File: config.mk
export PLATFORM = sky130hd
export DESIGN_NAME = wave_select_xfade
export DESIGN_NICKNAME = d
export VERILOG_FILES = /design/src/rtl/vivaldi_pkg.sv /design/src/rtl/xfade_lerp.sv /design/src/rtl/wave_select_xfade.sv
export SDC_FILE = /design/constraint.sdc
export NUM_CORES = 1
export LEC_CHECK = 0
export ABC_AREA = 0
export CORE_ASPECT_RATIO = 0.7
export CORE_MARGIN = 2
export CORE_UTILIZATION = 50
export DETAILED_ROUTE_END_ITERATION = 8
export PLACE_DENSITY = 0.71
export SLEW_MARGIN = 25
export SYNTH_ARGS = -nofsm -noshare
export SYNTH_HDL_FRONTEND = slang
export SYNTH_SLANG_ARGS = --single-unit
File: constraint.sdc
create_clock -name clk_i -period 10.14 [get_ports clk_i]
set_input_delay 2.028 -clock clk_i [delete_from_list [all_inputs] [get_ports clk_i]]
set_output_delay 2.028 -clock clk_i [all_outputs]
set_load 0.01 [all_outputs]
File: src/rtl/vivaldi_pkg.sv
// rtl/vivaldi_pkg.sv - shared state encoding and source-index helpers for the waveform crossfader
package vivaldi_pkg;

  typedef enum logic [1:0] {
    SILENT,
    STEADY,
    FADE
  } xfade_state_e;

  // Source indices 0..sources-1 are real channels; index == sources means silence.
  function automatic int idx_width(input int sources);
    return $clog2(sources + 1);
  endfunction

  function automatic int silence_idx(input int sources);
    return sources;
  endfunction

endpackage

File: src/rtl/xfade_lerp.sv
// rtl/xfade_lerp.sv - combinational (a*(2^R-k) + b*k) >>> R interpolation of two signed samples
module xfade_lerp #(
  parameter int width_p     = 24,
  parameter int ramp_log2_p = 8
) (
  input  logic [width_p-1:0]     a_i,
  input  logic [width_p-1:0]     b_i,
  input  logic [ramp_log2_p-1:0] k_i,
  output logic [width_p-1:0]     y_o
);

  localparam int iw_lp = width_p + ramp_log2_p + 1;
  localparam logic signed [iw_lp-1:0] full_c = iw_lp'(1) << ramp_log2_p;

  logic signed [iw_lp-1:0] a_x;
  logic signed [iw_lp-1:0] b_x;
  logic signed [iw_lp-1:0] wa;
  logic signed [iw_lp-1:0] wb;
  logic signed [iw_lp-1:0] sum;

  assign a_x = iw_lp'($signed(a_i));
  assign b_x = iw_lp'($signed(b_i));
  assign wb  = iw_lp'(k_i);
  assign wa  = full_c - wb;

  // Weights sum to 2^R, so the result is a convex mix and never exceeds iw_lp.
  assign sum = a_x * wa + b_x * wb;
  assign y_o = width_p'(sum >>> ramp_log2_p);

endmodule

File: src/rtl/wave_select_xfade.sv
// rtl/wave_select_xfade.sv - one-hot waveform source select with linear crossfade on every change
module wave_select_xfade
  import vivaldi_pkg::*;
#(
  parameter int width_p     = 24,
  parameter int sources_p   = 5,
  parameter int ramp_log2_p = 8
) (
  input  logic                         clk_i,
  input  logic                         reset_ni,
  input  logic [sources_p-1:0]         sel_i,
  input  logic [sources_p*width_p-1:0] src_data_i,
  input  logic                         valid_i,
  output logic                         ready_o,
  output logic [width_p-1:0]           data_o,
  output logic                         valid_o,
  input  logic                         ready_i,
  output logic                         busy_o
);

  localparam int iw_lp = idx_width(sources_p);
  localparam logic [iw_lp-1:0] silence_c = iw_lp'(silence_idx(sources_p));
  localparam logic [ramp_log2_p-1:0] k_last_c = '1;

  xfade_state_e state, state_n;
  logic [iw_lp-1:0] cur, cur_n, nxt, nxt_n, pend, pend_n;
  logic [ramp_log2_p-1:0] k, k_n;
  logic [iw_lp-1:0] hot_idx, target;
  logic onehot, accept;
  logic [width_p-1:0] cur_s, nxt_s, mix;

  always_comb begin
    hot_idx = '0;
    for (int i = 0; i < sources_p; i++) begin
      if (sel_i[i]) hot_idx = iw_lp'(i);
    end
  end

  assign onehot = (sel_i != '0) && ((sel_i & (sel_i - sources_p'(1))) == '0);
  assign target = onehot ? hot_idx : silence_c;

  // The silence index matches no lane, so it contributes zero.
  always_comb begin
    cur_s = '0;
    nxt_s = '0;
    for (int i = 0; i < sources_p; i++) begin
      if (cur == iw_lp'(i)) cur_s = src_data_i[i*width_p +: width_p];
      if (nxt == iw_lp'(i)) nxt_s = src_data_i[i*width_p +: width_p];
    end
  end

  xfade_lerp #(
    .width_p     (width_p),
    .ramp_log2_p (ramp_log2_p)
  ) u_lerp (
    .a_i (cur_s),
    .b_i (nxt_s),
    .k_i (k),
    .y_o (mix)
  );

  assign ready_o = !valid_o || ready_i;
  assign accept  = valid_i && ready_o;
  assign busy_o  = (state == FADE);

  always_comb begin
    state_n = state;
    cur_n   = cur;
    nxt_n   = nxt;
    pend_n  = pend;
    k_n     = k;
    case (state)
      SILENT, STEADY: begin
        if (target != cur) begin
          nxt_n   = target;
          pend_n  = target;
          k_n     = '0;
          state_n = FADE;
        end
      end
      FADE: begin
        pend_n = target;
        if (accept) begin
          if (k == k_last_c) begin
            cur_n = nxt;
            k_n   = '0;
            if (pend != nxt) begin
              nxt_n   = pend;
              state_n = FADE;
            end else begin
              state_n = (nxt == silence_c) ? SILENT : STEADY;
            end
          end else begin
            k_n = k + 1'b1;
          end
        end
      end
      default: state_n = SILENT;
    endcase
  end

  always_ff @(posedge clk_i or negedge reset_ni) begin
    if (!reset_ni) begin
      state   <= SILENT;
      cur     <= silence_c;
      nxt     <= silence_c;
      pend    <= silence_c;
      k       <= '0;
      data_o  <= '0;
      valid_o <= 1'b0;
    end else begin
      state <= state_n;
      cur   <= cur_n;
      nxt   <= nxt_n;
      pend  <= pend_n;
      k     <= k_n;
      if (accept) begin
        data_o  <= mix;
        valid_o <= 1'b1;
      end else if (ready_i) begin
        valid_o <= 1'b0;
      end
    end
  end

endmodule

; After elaboration in Yosys (flattened, before gate mapping)
; Cells that the tools add are included.
[totals]
regBits = 44
[classes]
add_sub_neg = 4
mul = 2
eq_ne = 18
mux = 33
bitwise = 1
n_reduce_logical = 17
[ops]
columns = op, count
row1 = 2-to-1 mux 24 bit, 10
row2 = adder 32 bit, 1
row3 = multiplier 24 x 10 -> 32 bit, 1
row4 = multiplier 24 x 9 -> 32 bit, 1
row5 = 2-to-1 mux 8 bit, 3
row6 = 2-to-1 mux 3 bit, 7
row7 = case mux 8 bit (2 select lines), 1
row8 = "== test 3 x 2 -> 1 bit, second input constant", 4
row9 = case mux 3 bit (2 select lines), 2
row10 = 2-to-1 mux 2 bit, 5
row11 = "subtractor 9 x 8 -> 10 bit, first input constant", 1
row12 = "== test 3 bit, second input constant", 3
row13 = AND reduction 3 bit, 3
row14 = "adder 8 x 1 -> 8 bit, second input constant", 1
row15 = "== test 8 bit, second input constant", 1
row16 = "== test 3 x 1 -> 1 bit, second input constant", 2
row17 = zero test 3 bit, 2
row18 = "!= test 2 x 1 -> 1 bit, second input constant", 3
row19 = != test 3 bit, 2
row20 = AND 5 bit, 1
row21 = zero test 5 bit, 1
row22 = AND reduction 5 bit, 1
row23 = nonzero test 5 bit, 1
row24 = "subtractor 5 x 1 -> 5 bit, second input constant", 1
row25 = other kinds (12), 17

; Logic depth before layout (Yosys ltp)
; Gate-level depths: netlist of run 1.
[logic_depth]
word_depth = 8
depth_mapped = 29
ltp_nobuf = 26

; By module
; A second synthesis of run 1 with hierarchy kept.
[unflattened]
hier_cells = 2053
area_unflattened_um2 = 18176.2
[modules_own_cells]
columns = mod, instances, cells_per_inst, area_per_inst_um2, seq_area_each_um2
row1 = xfade_lerp, 1, 1654, 14370.0, 0.0
row2 = wave_select_xfade, 1, 399, 3806.2, 1108.6

; Worst setup path before layout of run 1
; No wires, ideal clock.
[synth_timing]
kind = input to register
start = input port src_data_i[77]
end = register data_o[23]
setup_ps = 69
t_arrival_ps = 8256
setup_slack_ps = 1815
stages = 22
path_buffers = 0
path_cell_list = mux4_2 > a22oi_1 > nor2_1 > fa_1 > inv_1 > fa_1 > inv_1 > fa_1 > fa_1 > fa_1 > inv_1 > fa_1 > inv_1 > ha_1 > a21oi_1 > nand2_1 > a2111oi_0 > o31ai_1 > a211oi_2 > o31ai_1 > or4_1 > nand3_1
[synth_via]
elab_chain_cells = 4
[synth_rtl]
columns = element, line
row1 = start: declaration, wave_select_xfade.sv:12  ; input logic [sources_p*width_p-1:0] src_data_i,
row2 = "2-to-1 mux 24 bit, on equally long branches (2 in a row)", "wave_select_xfade.sv:47, wave_select_xfade.sv:48"
row3 = multiplier 24 x 10 -> 32 bit / multiplier 24 x 9 -> 32 bit (equally long branches), xfade_lerp.sv:27  ; assign sum = a_x * wa + b_x * wb;
row4 = adder 32 bit *, xfade_lerp.sv:27
row5 = end signal: assignment, wave_select_xfade.sv:118  ; data_o <= mix;
row6 = end: declaration, wave_select_xfade.sv:15  ; output logic [width_p-1:0] data_o,
; Mark *: on every way between the ends. The rest lies on a longest branch, timed or not.
; A chain may end at the register's enable or synchronous reset.

; Final worst setup path of run 1
[layout_timing]
start = input port src_data_i[56]
end = register data_o[23]
[layout_via]
elab_chain_cells = 5
[layout_rtl]
columns = element, line
row1 = "2-to-1 mux 24 bit, on equally long branches (3 in a row)", "wave_select_xfade.sv:47, wave_select_xfade.sv:48"
row2 = multiplier 24 x 10 -> 32 bit / multiplier 24 x 9 -> 32 bit (equally long branches), xfade_lerp.sv:27
row3 = adder 32 bit *, xfade_lerp.sv:27
; Marks and branches as above.

==> results of run 1 <==
[kinds of logic after synthesis]
family                     share of synthesized area, %
and+or+nand+nor                                    15.8
buffers and inverters                              12.0
muxes                                              5.53
xor gates and xnor gates                           2.56
DFF                                                6.28
AOI/OAI and AO/OA                                  7.70
adders and majority gates                          50.1
[tightest hold or removal path, delay by kind of cell, from the launching register on]
kind          cells  cell delay (ns)
flops             1             0.34
simple gates      2             0.10
[routing by layer]
layer,global-route usage (%),vias to the layer above,part of all wire [%]
met4,7.28,0,2.3
met2,41.3,795,40
met5,0,-,0
met3,8.72,62,13
met1,43.2,6995,44
li1,-,6320,-
[sequential cells by signal, summed over array words and instances (netlist names)]
signal / cells
valid_o: 1
nxt: 3
pend: 3
data_o: 24
cur: 3
state: 2
k: 8
[how the worst max path moves through the flow]
stage | endpoint | slack [ns] | cells past startpoint
6_report | data_o[23] | 0.91 | 25
3_3_place_gp | data_o[23] | 1.06 | 25
4_1_cts | data_o[23] | 1.00 | 25
3_5_place_dp | data_o[23] | 0.69 | 25
5_1_grt | data_o[23] | 0.51 | 25
2_1_floorplan | data_o[23] | 1.81 | 22
[through the flow]
stage                     hold WS [ns]  setup slack [ns]
after floorplan                  0.474              1.81
after global placement           0.451              1.06
after detailed placement         0.466             0.686
after CTS                        0.480              1.00
after global routing             0.500             0.512
final                            0.469             0.911
[Yosys cell counts (all sizes together) (29+ instances only)]
library cell  instances  share of area (%)
a21oi                34               0.96
a22oi                33                1.4
and2                 58                2.1
clkbuf               67                1.4
dfrtp                38                5.4
fa                  373                 42
ha                  110                7.8
inv                 479                 10
mux4                 29                3.7
nand2               213                4.5
nand2b               48                1.7
nor2                162                3.4
nor2b                41                1.5
o21ai                54                1.5
xnor2                31                1.5
[layout make-up]
type	count	area share [%]
clock buffers	6	0.696
well taps	472	2.96
inverters	481	9.05
multi-input cells	1388	72.3
clock inverters	2	0.194
flip-flops and latches	44	5.56
repair buffers	193	9.20
==> insert_results.sql, run 1 <==
INSERT INTO impl_metrics (metric_group, metric, value, unit) VALUES
('run_status', 'status', 'finished, final reports clean', ''),
('global_route', 'global_route_wire_length_before_repair', '82700', 'um'),
('floorplanning', 'io-pin-count', '156', ''),
('global_route', 'first_global_vias', '15100', ''),
('floorplanning', 'chipWidth', '229', 'um'),
('final_layout', 'area_growth', '13.0', '%'),
('cts', 'cts_tree', 'done', ''),
('floorplanning', 'core_area', '0.0347', 'sq mm'),
('sta', 'fin_skew', '0.0138', 'ns'),
('cts', 'numClockSinks', '44', ''),
('worst_setup_path', 'path_delay_family', 'adder cells', ''),
('final_layout', 'layout.area.seq', '0.00111', 'sq mm'),
('worst_setup_path', 'timing.critical_path.slowest_stage_cell', 'fa_1', ''),
('worst_setup_path', 'cp_data_required_time', '10.39', 'ns'),
('logic_synthesis', 'synth-warning-count', '0', ''),
('sta', 'rsz0062_at_grt', 'no', ''),
('global_route', 'grt_usage', '29.0', '%'),
('logic_synthesis', 'yosys.cell_types.count', '66', ''),
('final_layout', 'final_core_util', '57.4', '%'),
('cts', 'worstSkewPairLatency', '0.32', 'ns'),
('logic_synthesis', 'number_of_enable_type_register_cells_in_the_synthesized_netlist', '0', ''),
('worst_setup_path', 'timing.rr.end', 'data_o[23]', ''),
('cts', 'cts_setup_buffers', '0', ''),
('min_path', 'hold_path.class', 'reg2reg', ''),
('sta', 'setup-tns-final', '0', 'ns'),
('worst_setup_path', 'critical_path.startpoint', 'src_data_i[56]', ''),
('drt', 'detail_route.wirelength', '51300', 'um'),
('worst_setup_path', 'regToRegStartpoint', 'cur[2]', ''),
('drt', 'route.antenna.remaining_nets', '0', ''),
('drt', 'dr.first_iter.drc_count', '1109', ''),
('worst_setup_path', 'setup.reg_to_reg.worst_slack', '1.37', 'ns'),
('min_path', 'hold-path-endpoint', 'data_o[5]', ''),
('sta', 'report.final.slew_viol_count', '0', ''),
('sta', 'timing.final.hold_violations', '0', ''),
('place', 'buffer_ports.inserted', '155', ''),
('sta', 'relSlewSlack', '31.0', '%'),
('logic_synthesis', 'ys_dominant_reg_cell', 'dfrtp_1', ''),
('cts', 'ctsRootBufferMaster', 'clkbuf_16', ''),
('sta', 'final.min_clock_period', '9.23', 'ns'),
('floorplanning', 'floorplan.initialDensity', '50.8', '%'),
('floorplanning', 'fp-row-count', '57', ''),
('min_path', 'hold_path_startpoint', 'data_o[5]', ''),
('cts', 'holdBufCountCts', '0', ''),
('drt', 'viasPerCell', '5.48', ''),
('global_route', 'initial_antenna_violation_count', '0', ''),
('place', 'hpwlAfterDp', '43200', 'um'),
('final_layout', 'layout-drive-gt1-share', '5.01', '%'),
('worst_setup_path', 'slowest_delay', '0.56', 'ns'),
('logic_synthesis', 'netlist_instances', '1991', ''),
('drt', 'avgRoutedWirePerCell', '19.8', 'um'),
('logic_synthesis', 'syn-mean-instance-area', '8.86', 'sq um'),
('final_layout', 'finalNetCount', '2725', ''),
('worst_setup_path', 'worstPathBufferInverterCount', '5', ''),
('global_route', 'global_route.overflow_total', '0', ''),
('logic_synthesis', 'synth.ff_latch_count', '44', ''),
('sta', 'report.final.setup_viol', '0', ''),
('cts', 'clk_pin_slew_worst_paths', '0.07', 'ns'),
('sta', 'period_share', '91.0', '%'),
('global_route', 'grt_start_max_net_pins', '53', ''),
('worst_setup_path', 'critical_path_peak_fanout', '9', ''),
('worst_setup_path', 'path_common_cell', 'fa_1', ''),
('final_layout', 'multi_input_comb_area', '0.0144', 'sq mm'),
('min_path', 'holdPathStages', '2', ''),
('place', 'placed_area', '0.0198', 'sq mm'),
('worst_setup_path', 'r2r_cells', '24', ''),
('worst_setup_path', 'critical_path_arrival', '9.48', 'ns'),
('place', 'finalWeightedCongestion', '0.929', ''),
('cts', 'cts_resized', '0', ''),
('logic_synthesis', 'post_synth_instance_area', '0.0176', 'sq mm'),
('final_layout', 'layoutNonFillerInstCount', '2586', ''),
('floorplanning', 'die_height', '161', 'um');
Power of run 1 is left out: the tool's default activity adds up to more than one toggle a clock period on the data nets, which glitch-free logic cannot reach.
==> inputs of run 2 (changes only) <==
Settings changed: SYNTH_HIERARCHICAL set to 1.
==> insert_results.sql, run 2 <==
INSERT INTO impl_metrics (metric_group, metric, value, unit) VALUES
('logic_synthesis', 'yosys.cell_types.count', '58', ''),
('logic_synthesis', 'ys_dominant_reg_cell', 'dfrtp_1', ''),
('final_layout', 'antenna_cells_inserted', '0', ''),
('place', 'finalWeightedCongestion', '0.928', ''),
('floorplanning', 'chipWidth', '232', 'um'),
('worst_setup_path', 'setup.reg_to_reg.worst_slack', '1.67', 'ns'),
('final_layout', 'layout_top_registers', 'data_o x24, k x8', ''),
('sta', 'tightest_slew', '1.04', 'ns'),
('global_route', 'global_route.overflow_total', '0', ''),
('floorplanning', 'die_height', '164', 'um'),
('sta', 'timing.final.hold_violations', '0', ''),
('floorplanning', 'io-pin-count', '156', ''),
('cts', 'cts_inserted_buffers', '5', ''),
('logic_synthesis', 'post-synth-top-area-cell', 'fa_1', ''),
('logic_synthesis', 'netlist_instances', '2053', ''),
('cts', 'cts_setup_buffers', '0', ''),
('sta', 'max_freq', '110', 'MHz'),
('worst_setup_path', 'critical_path_arrival', '9.31', 'ns'),
('final_layout', 'multi_input_comb_area', '0.0147', 'sq mm'),
('final_layout', 'area_growth', '13.2', '%'),
('drt', 'firstDrtPassIters', '5', ''),
('final_layout', 'fill_cells', '3151', ''),
('cts', 'ctsRootBufferMaster', 'clkbuf_16', ''),
('worst_setup_path', 'criticalPathCategory', 'in2reg', ''),
('logic_synthesis', 'ys_top_cells_by_count', 'inv_1 (557), fa_1 (373), and2_1 (247)', ''),
('final_layout', 'max_flop_register', 'data_o', ''),
('sta', 'layout_setup_ws', '1.02', 'ns'),
('worst_setup_path', 'worstPathBufferInverterCount', '6', ''),
('worst_setup_path', 'cp-endpoint', 'data_o[17]', ''),
('worst_setup_path', 'worst_setup_path_end_kind', 'flop', ''),
('worst_setup_path', 'slowest_delay', '0.71', 'ns'),
('drt', 'avgRoutedWirePerCell', '19.0', 'um'),
('worst_setup_path', 'crit_cells', '24', ''),
('place', 'dpl.cell_count', '2656', ''),
('logic_synthesis', 'post_synth_instance_area', '0.0182', 'sq mm'),
('cts', 'holdBufCountCts', '0', ''),
('drt', 'dr_total_vias', '14300', ''),
('logic_synthesis', 'syn-mean-instance-area', '8.85', 'sq um'),
('logic_synthesis', 'async_reset_ff_share', '100', '%'),
('global_route', 'first_global_vias', '15100', ''),
('sta', 'setup-tns-final', '0', 'ns'),
('final_layout', 'finalNetCount', '2795', ''),
('sta', 'report.final.setup_viol', '0', ''),
('floorplanning', 'core_area', '0.0358', 'sq mm'),
('cts', 'numClockSinks', '44', ''),
('sta', 'period_share', '90.0', '%'),
('final_layout', 'layout_common_cells', 'inv_1 (557), fa_1 (373), and2_1 (247)', ''),
('global_route', 'initial_antenna_violation_count', '1', ''),
('cts', 'cts_resized', '0', ''),
('worst_setup_path', 'cp_data_required_time', '10.33', 'ns'),
('sta', 'report.final.slew_viol_count', '0', ''),
('logic_synthesis', 'synth.most_common_cell', 'inv_1', ''),
('logic_synthesis', 'portion_of_the_post_synthesis_area_used_by_sequential_elements', '6.10', '%'),
('place', 'hpwlAfterDp', '41800', 'um'),
('logic_synthesis', 'synth_top_area_share', '41.1', '%'),
('floorplanning', 'fp-row-count', '58', ''),
('logic_synthesis', 'synth-warning-count', '6', ''),
('worst_setup_path', 'path_delay_family', 'adder cells', ''),
('worst_setup_path', 'path_common_cell', 'fa_1', ''),
('cts', 'clk_pin_slew_worst_paths', '0.06', 'ns'),
('cts', 'cts.htree.levels', '2', ''),
('run_status', 'status', 'finished, final reports clean', ''),
('sta', 'relSlewSlack', '30.6', '%'),
('worst_setup_path', 'timing.critical_path.from_type', 'input pin', ''),
('place', 'buffer_ports.inserted', '155', ''),
('final_layout', 'layout-drive-gt1-share', '7.33', '%'),
('drt', 'dr.first_iter.drc_count', '1156', ''),
('final_layout', 'final_common_cell', 'inv_1', ''),
('job', 'maxCapViolations', '0', ''),
('worst_setup_path', 'timing.critical_path.slowest_stage_cell', 'o21ai_0', ''),
('drt', 'drc', '0', ''),
('drt', 'viasPerCell', '5.37', ''),
('floorplanning', 'die-area', '0.0379', 'sq mm'),
('drt', 'detail_route.wirelength', '50600', 'um'),
('logic_synthesis', 'synth.ff_latch_count', '44', ''),
('worst_setup_path', 'timing.rr.end', 'data_o[17]', ''),
('sta', 'fin_skew', '0.00717', 'ns'),
('sta', 'final.min_clock_period', '9.12', 'ns'),
('logic_synthesis', 'synthesis.nets', '2665', ''),
('drt', 'route.antenna.remaining_nets', '0', ''),
('final_layout', 'layout.area.seq', '0.00111', 'sq mm'),
('cts', 'cts_tree', 'done', ''),
('final_layout', 'final_core_util', '57.4', '%'),
('worst_setup_path', 'r2r_cells', '25', ''),
('floorplanning', 'floorplan.initialDensity', '50.7', '%'),
('global_route', 'global_route_wire_length_before_repair', '82100', 'um'),
('final_layout', 'largest_register_ff_count', '24', ''),
('cts', 'clock_path_buffers', '2', ''),
('global_route', 'grt_start_max_net_pins', '58', ''),
('sta', 'rsz0062_at_grt', 'no', ''),
('worst_setup_path', 'critical_path_peak_fanout', '9', ''),
('final_layout', 'layoutNonFillerInstCount', '2664', ''),
('global_route', 'grt_usage', '28.0', '%'),
('worst_setup_path', 'critical_path.cell_chain', 'clkdlybuf4s50_1 > mux4_2 > inv_1 > o21ai_0 > and2_1 > fa_1 > fa_1 > inv_1 > fa_1 > inv_1 > fa_1 > fa_1 > inv_1 > fa_1 > inv_1 > ha_1 > a21oi_2 > a21oi_1 > a211oi_2 > a31oi_2 > a221o_1 > a2111o_1 > o311a_1 > mux2_2', ''),
('worst_setup_path', 'critical_path.startpoint', 'src_data_i[7]', ''),
('min_path', 'hold_path.class', 'reg2reg', ''),
('logic_synthesis', 'number_of_enable_type_register_cells_in_the_synthesized_netlist', '0', ''),
('worst_setup_path', 'regToRegStartpoint', 'nxt[1]', ''),
('cts', 'worstSkewPairLatency', '0.31', 'ns'),
('place', 'dp_worst_setup_slack', '0.600', 'ns'),
('logic_synthesis', 'top_post_synthesis_cells_by_area', 'fa_1 (41%), inv_1 (12%), and2_1 (8.5%)', '');
-- run 2: cell count changes after synthesis, moves of 17 or more --
cell | previous run | this run
and2_1 | 57 | 247
nand2b_1 | 48 | 7
nor2_1 | 162 | 33
mux2i_1 | 21 | 3
nor2b_1 | 41 | 4
inv_1 | 477 | 557
a22o_1 | 18 | 1
mux2_2 | 9 | 49
-- run 2: worst min-delay path, stage by stage (launching register included) --
cell     delay (ns)
dfstp_2        0.38
inv_1          0.04
mux2i_1        0.05
-- run 2: kinds of logic (layout without fill, tap and decap cells) --
| family | Yosys count | in the layout | synth area share, % |
|---|---|---|---|
| DFF | 44 | 44 | 6.10 |
| buffers and inverters | 640 | 771 | 13.3 |
| muxes | 82 | 82 | 6.84 |
| adders and majority gates | 483 | 483 | 48.7 |
| and+or+nand+nor | 560 | 560 | 15.7 |
| AOI/OAI and AO/OA | 192 | 192 | 6.94 |
| xor gates and xnor gates | 52 | 52 | 2.51 |
-- run 2: routing by layer --
layer,vias up,global-route usage (%),part of all wire (%)
li1,6432,-,-
met1,7091,41.9,46
met2,727,40.6,41
met3,47,8.31,12
met4,0,4.46,1.1
met5,-,0,0
-- run 2: final cells by class --
type,instances,area share (%)
clock buffers,7,0.693
clock inverters,1,0.0365
inverters,557,10.2
multi-input cells,1369,71.4
flip-flops and latches,44,5.39
well taps,480,2.92
repair buffers,206,9.38
-- run 2: through the flow --
stage / hold WS (ns) / area [sq um]
after detailed placement: 0.477 / 20400
after CTS: 0.486 / 20600
after global routing: 0.510 / 20600
after global placement: 0.473 / 20400
final: 0.483 / 20600
after floorplan: 0.458 / 18200
-- run 2: how the worst min path moves through the flow --
stage | from | to | slack, ns | cells after the start
2_1_floorplan | pend[2] | pend[2] | 0.46 | 2
3_3_place_gp | pend[2] | pend[2] | 0.47 | 2
3_5_place_dp | pend[2] | pend[2] | 0.48 | 2
4_1_cts | pend[2] | pend[2] | 0.49 | 2
5_1_grt | pend[2] | pend[2] | 0.51 | 2
6_report | pend[2] | pend[2] | 0.48 | 2
Power of run 2 is left out for the same reason.
==> inputs of run 3 (changes only) <==
==> constraint.sdc (replaced) <==
create_clock -name clk_i -period 10.14 [get_ports clk_i]
set_input_delay 1.014 -clock clk_i [delete_from_list [all_inputs] [get_ports clk_i]]
set_output_delay 1.014 -clock clk_i [all_outputs]
set_load 0.01 [all_outputs]
==> insert_results.sql, run 3 (synthesized netlist as in run 2, its figures left out) <==
INSERT INTO impl_metrics (metric_group, metric, value, unit) VALUES
('worst_setup_path', 'setup.reg_to_reg.worst_slack', '1.41', 'ns'),
('cts', 'cts_tree', 'done', ''),
('sta', 'rsz0062_at_grt', 'no', ''),
('worst_setup_path', 'r2r_cells', '23', ''),
('floorplanning', 'die_height', '164', 'um'),
('drt', 'drc', '0', ''),
('worst_setup_path', 'timing.critical_path.slowest_stage_cell', 'dfstp_2', ''),
('final_layout', 'max_flop_register', 'data_o', ''),
('worst_setup_path', 'cp-endpoint', 'data_o[17]', ''),
('drt', 'route.met2.wl', '20300', 'um'),
('sta', 'report.final.setup_viol', '0', ''),
('floorplanning', 'core_area', '0.0358', 'sq mm'),
('run_status', 'status', 'finished, final reports clean', ''),
('sta', 'fin_skew', '0.00902', 'ns'),
('place', 'buffer_ports.inserted', '155', ''),
('floorplanning', 'io-pin-count', '156', ''),
('cts', 'clk_pin_slew_worst_paths', '0.07', 'ns'),
('worst_setup_path', 'crit_cells', '23', ''),
('global_route', 'grt_start_max_net_pins', '58', ''),
('worst_setup_path', 'critical_path_arrival', '8.91', 'ns'),
('final_layout', 'final_area', '0.0205', 'sq mm'),
('sta', 'final.min_clock_period', '8.73', 'ns'),
('drt', 'detail_route.wirelength', '49600', 'um'),
('final_layout', 'final_common_cell', 'inv_1', ''),
('worst_setup_path', 'criticalPathCategory', 'reg2reg', ''),
('cts', 'clock_path_buffers', '2', ''),
('drt', 'avgRoutedWirePerCell', '18.7', 'um'),
('worst_setup_path', 'critical_path_peak_fanout', '36', ''),
('drt', 'firstDrtPassIters', '5', ''),
('drt', 'dr.first_iter.drc_count', '1124', ''),
('sta', 'setup-tns-final', '0', 'ns'),
('floorplanning', 'fp-row-count', '58', ''),
('sta', 'period_share', '86.1', '%'),
('sta', 'timing.final.hold_violations', '0', ''),
('drt', 'drt-met1-wl', '23100', 'um'),
('worst_setup_path', 'path_common_cell', 'fa_1', ''),
('drt', 'route.antenna.remaining_nets', '0', ''),
('drt', 'metal3_wl', '5720', 'um'),
('cts', 'worstSkewPairLatency', '0.30', 'ns'),
('place', 'finalWeightedCongestion', '0.897', ''),
('worst_setup_path', 'worstPathBufferInverterCount', '6', ''),
('sta', 'max_freq', '115', 'MHz'),
('global_route', 'initial_antenna_violation_count', '0', ''),
('worst_setup_path', 'slowest_delay', '0.99', 'ns'),
('drt', 'viasPerCell', '5.35', ''),
('worst_setup_path', 'cp_data_required_time', '10.33', 'ns'),
('drt', 'dr.max_layer_used', 'met4', ''),
('min_path', 'hold_path.class', 'reg2reg', ''),
('final_layout', 'layout_top_registers', 'data_o x24, k x8', ''),
('global_route', 'first_global_vias', '15100', ''),
('cts', 'cts.htree.levels', '2', ''),
('worst_setup_path', 'path_delay_family', 'adder cells', ''),
('place', 'hpwlAfterDp', '40900', 'um'),
('final_layout', 'final_core_util', '57.3', '%'),
('final_layout', 'area_growth', '13.0', '%'),
('cts', 'cts_resized', '0', ''),
('cts', 'cts_inserted_buffers', '5', ''),
('cts', 'numClockSinks', '44', ''),
('job', 'maxCapViolations', '0', ''),
('final_layout', 'finalNetCount', '2793', ''),
('final_layout', 'largest_register_ff_count', '24', ''),
('worst_setup_path', 'timing.critical_path.from_type', 'flop', ''),
('sta', 'relSlewSlack', '34.2', '%'),
('cts', 'ctsRootBufferMaster', 'clkbuf_16', ''),
('drt', 'dr_total_vias', '14200', ''),
('final_layout', 'antenna_cells_inserted', '0', ''),
('cts', 'holdBufCountCts', '0', ''),
('worst_setup_path', 'timing.rr.end', 'data_o[17]', ''),
('global_route', 'global_route.overflow_total', '0', ''),
('final_layout', 'layout-drive-gt1-share', '7.15', '%'),
('worst_setup_path', 'worst_setup_path_end_kind', 'flop', ''),
('floorplanning', 'die-area', '0.0379', 'sq mm'),
('sta', 'report.final.slew_viol_count', '0', ''),
('final_layout', 'layout_common_cells', 'inv_1 (557), fa_1 (373), and2_1 (247)', ''),
('sta', 'tightest_slew', '0.977', 'ns'),
('worst_setup_path', 'critical_path.startpoint', 'nxt[2]', ''),
('worst_setup_path', 'regToRegStartpoint', 'nxt[2]', ''),
('floorplanning', 'floorplan.initialDensity', '50.7', '%'),
('global_route', 'global_route_wire_length_before_repair', '81900', 'um'),
('floorplanning', 'chipWidth', '232', 'um'),
('worst_setup_path', 'critical_path.cell_chain', 'nor2b_1 > buf_4 > a22oi_1 > o22ai_1 > nand2_1 > fa_1 > inv_1 > fa_1 > fa_1 > inv_1 > fa_1 > inv_1 > fa_1 > inv_1 > fa_1 > inv_1 > ha_1 > a2111oi_0 > a31oi_2 > a221o_1 > a2111o_1 > o311a_1 > mux2_2', ''),
('place', 'placed_area', '0.0204', 'sq mm'),
('cts', 'cts_setup_buffers', '0', ''),
('global_route', 'grt_usage', '27.8', '%');
-- run 3: cell types whose count changed in the layout (fill, tap and decap cells not counted) --
cell	before	now
o22ai_1	19	20
o22ai_2	1	0
o21ai_0	40	46
buf_4	51	49
clkinvlp_4	1	0
clkinv_2	0	1
clkbuf_8	1	0
o21ai_1	11	5
-- run 3: final cells by class --
class                   count  area [sq um]
fillers                  3101         15300
well taps                 480           601
repair buffers            204          1910
clock inverters             1          5.00
clock buffers               6           129
flip-flops and latches     44          1110
inverters                 557          2090
multi-input cells        1369         14700
-- run 3: worst min path at each step --
stage,startpoint,to,slack [ns],cells past startpoint
final,pend[2],pend[2],0.49,2
after global routing,pend[2],pend[2],0.51,2
after CTS,pend[2],pend[2],0.50,2
after detailed placement,pend[2],pend[2],0.49,2
after global placement,pend[2],pend[2],0.47,2
after floorplan,pend[2],pend[2],0.46,2
-- run 3: worst register-to-register path, stage by stage, from the launching register on --
cell and delay, ns:
dfstp_2 0.99, nor2b_1 0.58, buf_4 0.33, a22oi_1 0.10, o22ai_1 0.66, nand2_1 0.18
fa_1 0.56, inv_1 0.05, fa_1 0.48, fa_1 0.54, inv_1 0.05, fa_1 0.54
inv_1 0.07, fa_1 0.47, inv_1 0.05, fa_1 0.48, inv_1 0.04, ha_1 0.33
a2111oi_0 0.58, a31oi_2 0.22, a221o_1 0.48, a2111o_1 0.46, o311a_1 0.12, mux2_2 0.25
-- run 3: per-stage QoR --
| step | hold WS [ns] | setup slack, ns | instances |
|---|---|---|---|
| 6_report | 0.494 | 1.41 | 2661 |
| 5_1_grt | 0.509 | 0.980 | 2661 |
| 4_1_cts | 0.497 | 1.51 | 2661 |
| 3_5_place_dp | 0.487 | 1.40 | 2654 |
| 3_3_place_gp | 0.472 | 1.53 | 2654 |
| 2_1_floorplan | 0.458 | 2.68 | 2053 |
-- run 3: per-layer routing --
metal,GRT usage (%),vias to the layer above
met5,0,-
met4,3.44,0
met3,8.33,35
met2,40.0,703
met1,42.3,7088
li1,-,6420
Power of run 3 is left out for the same reason.
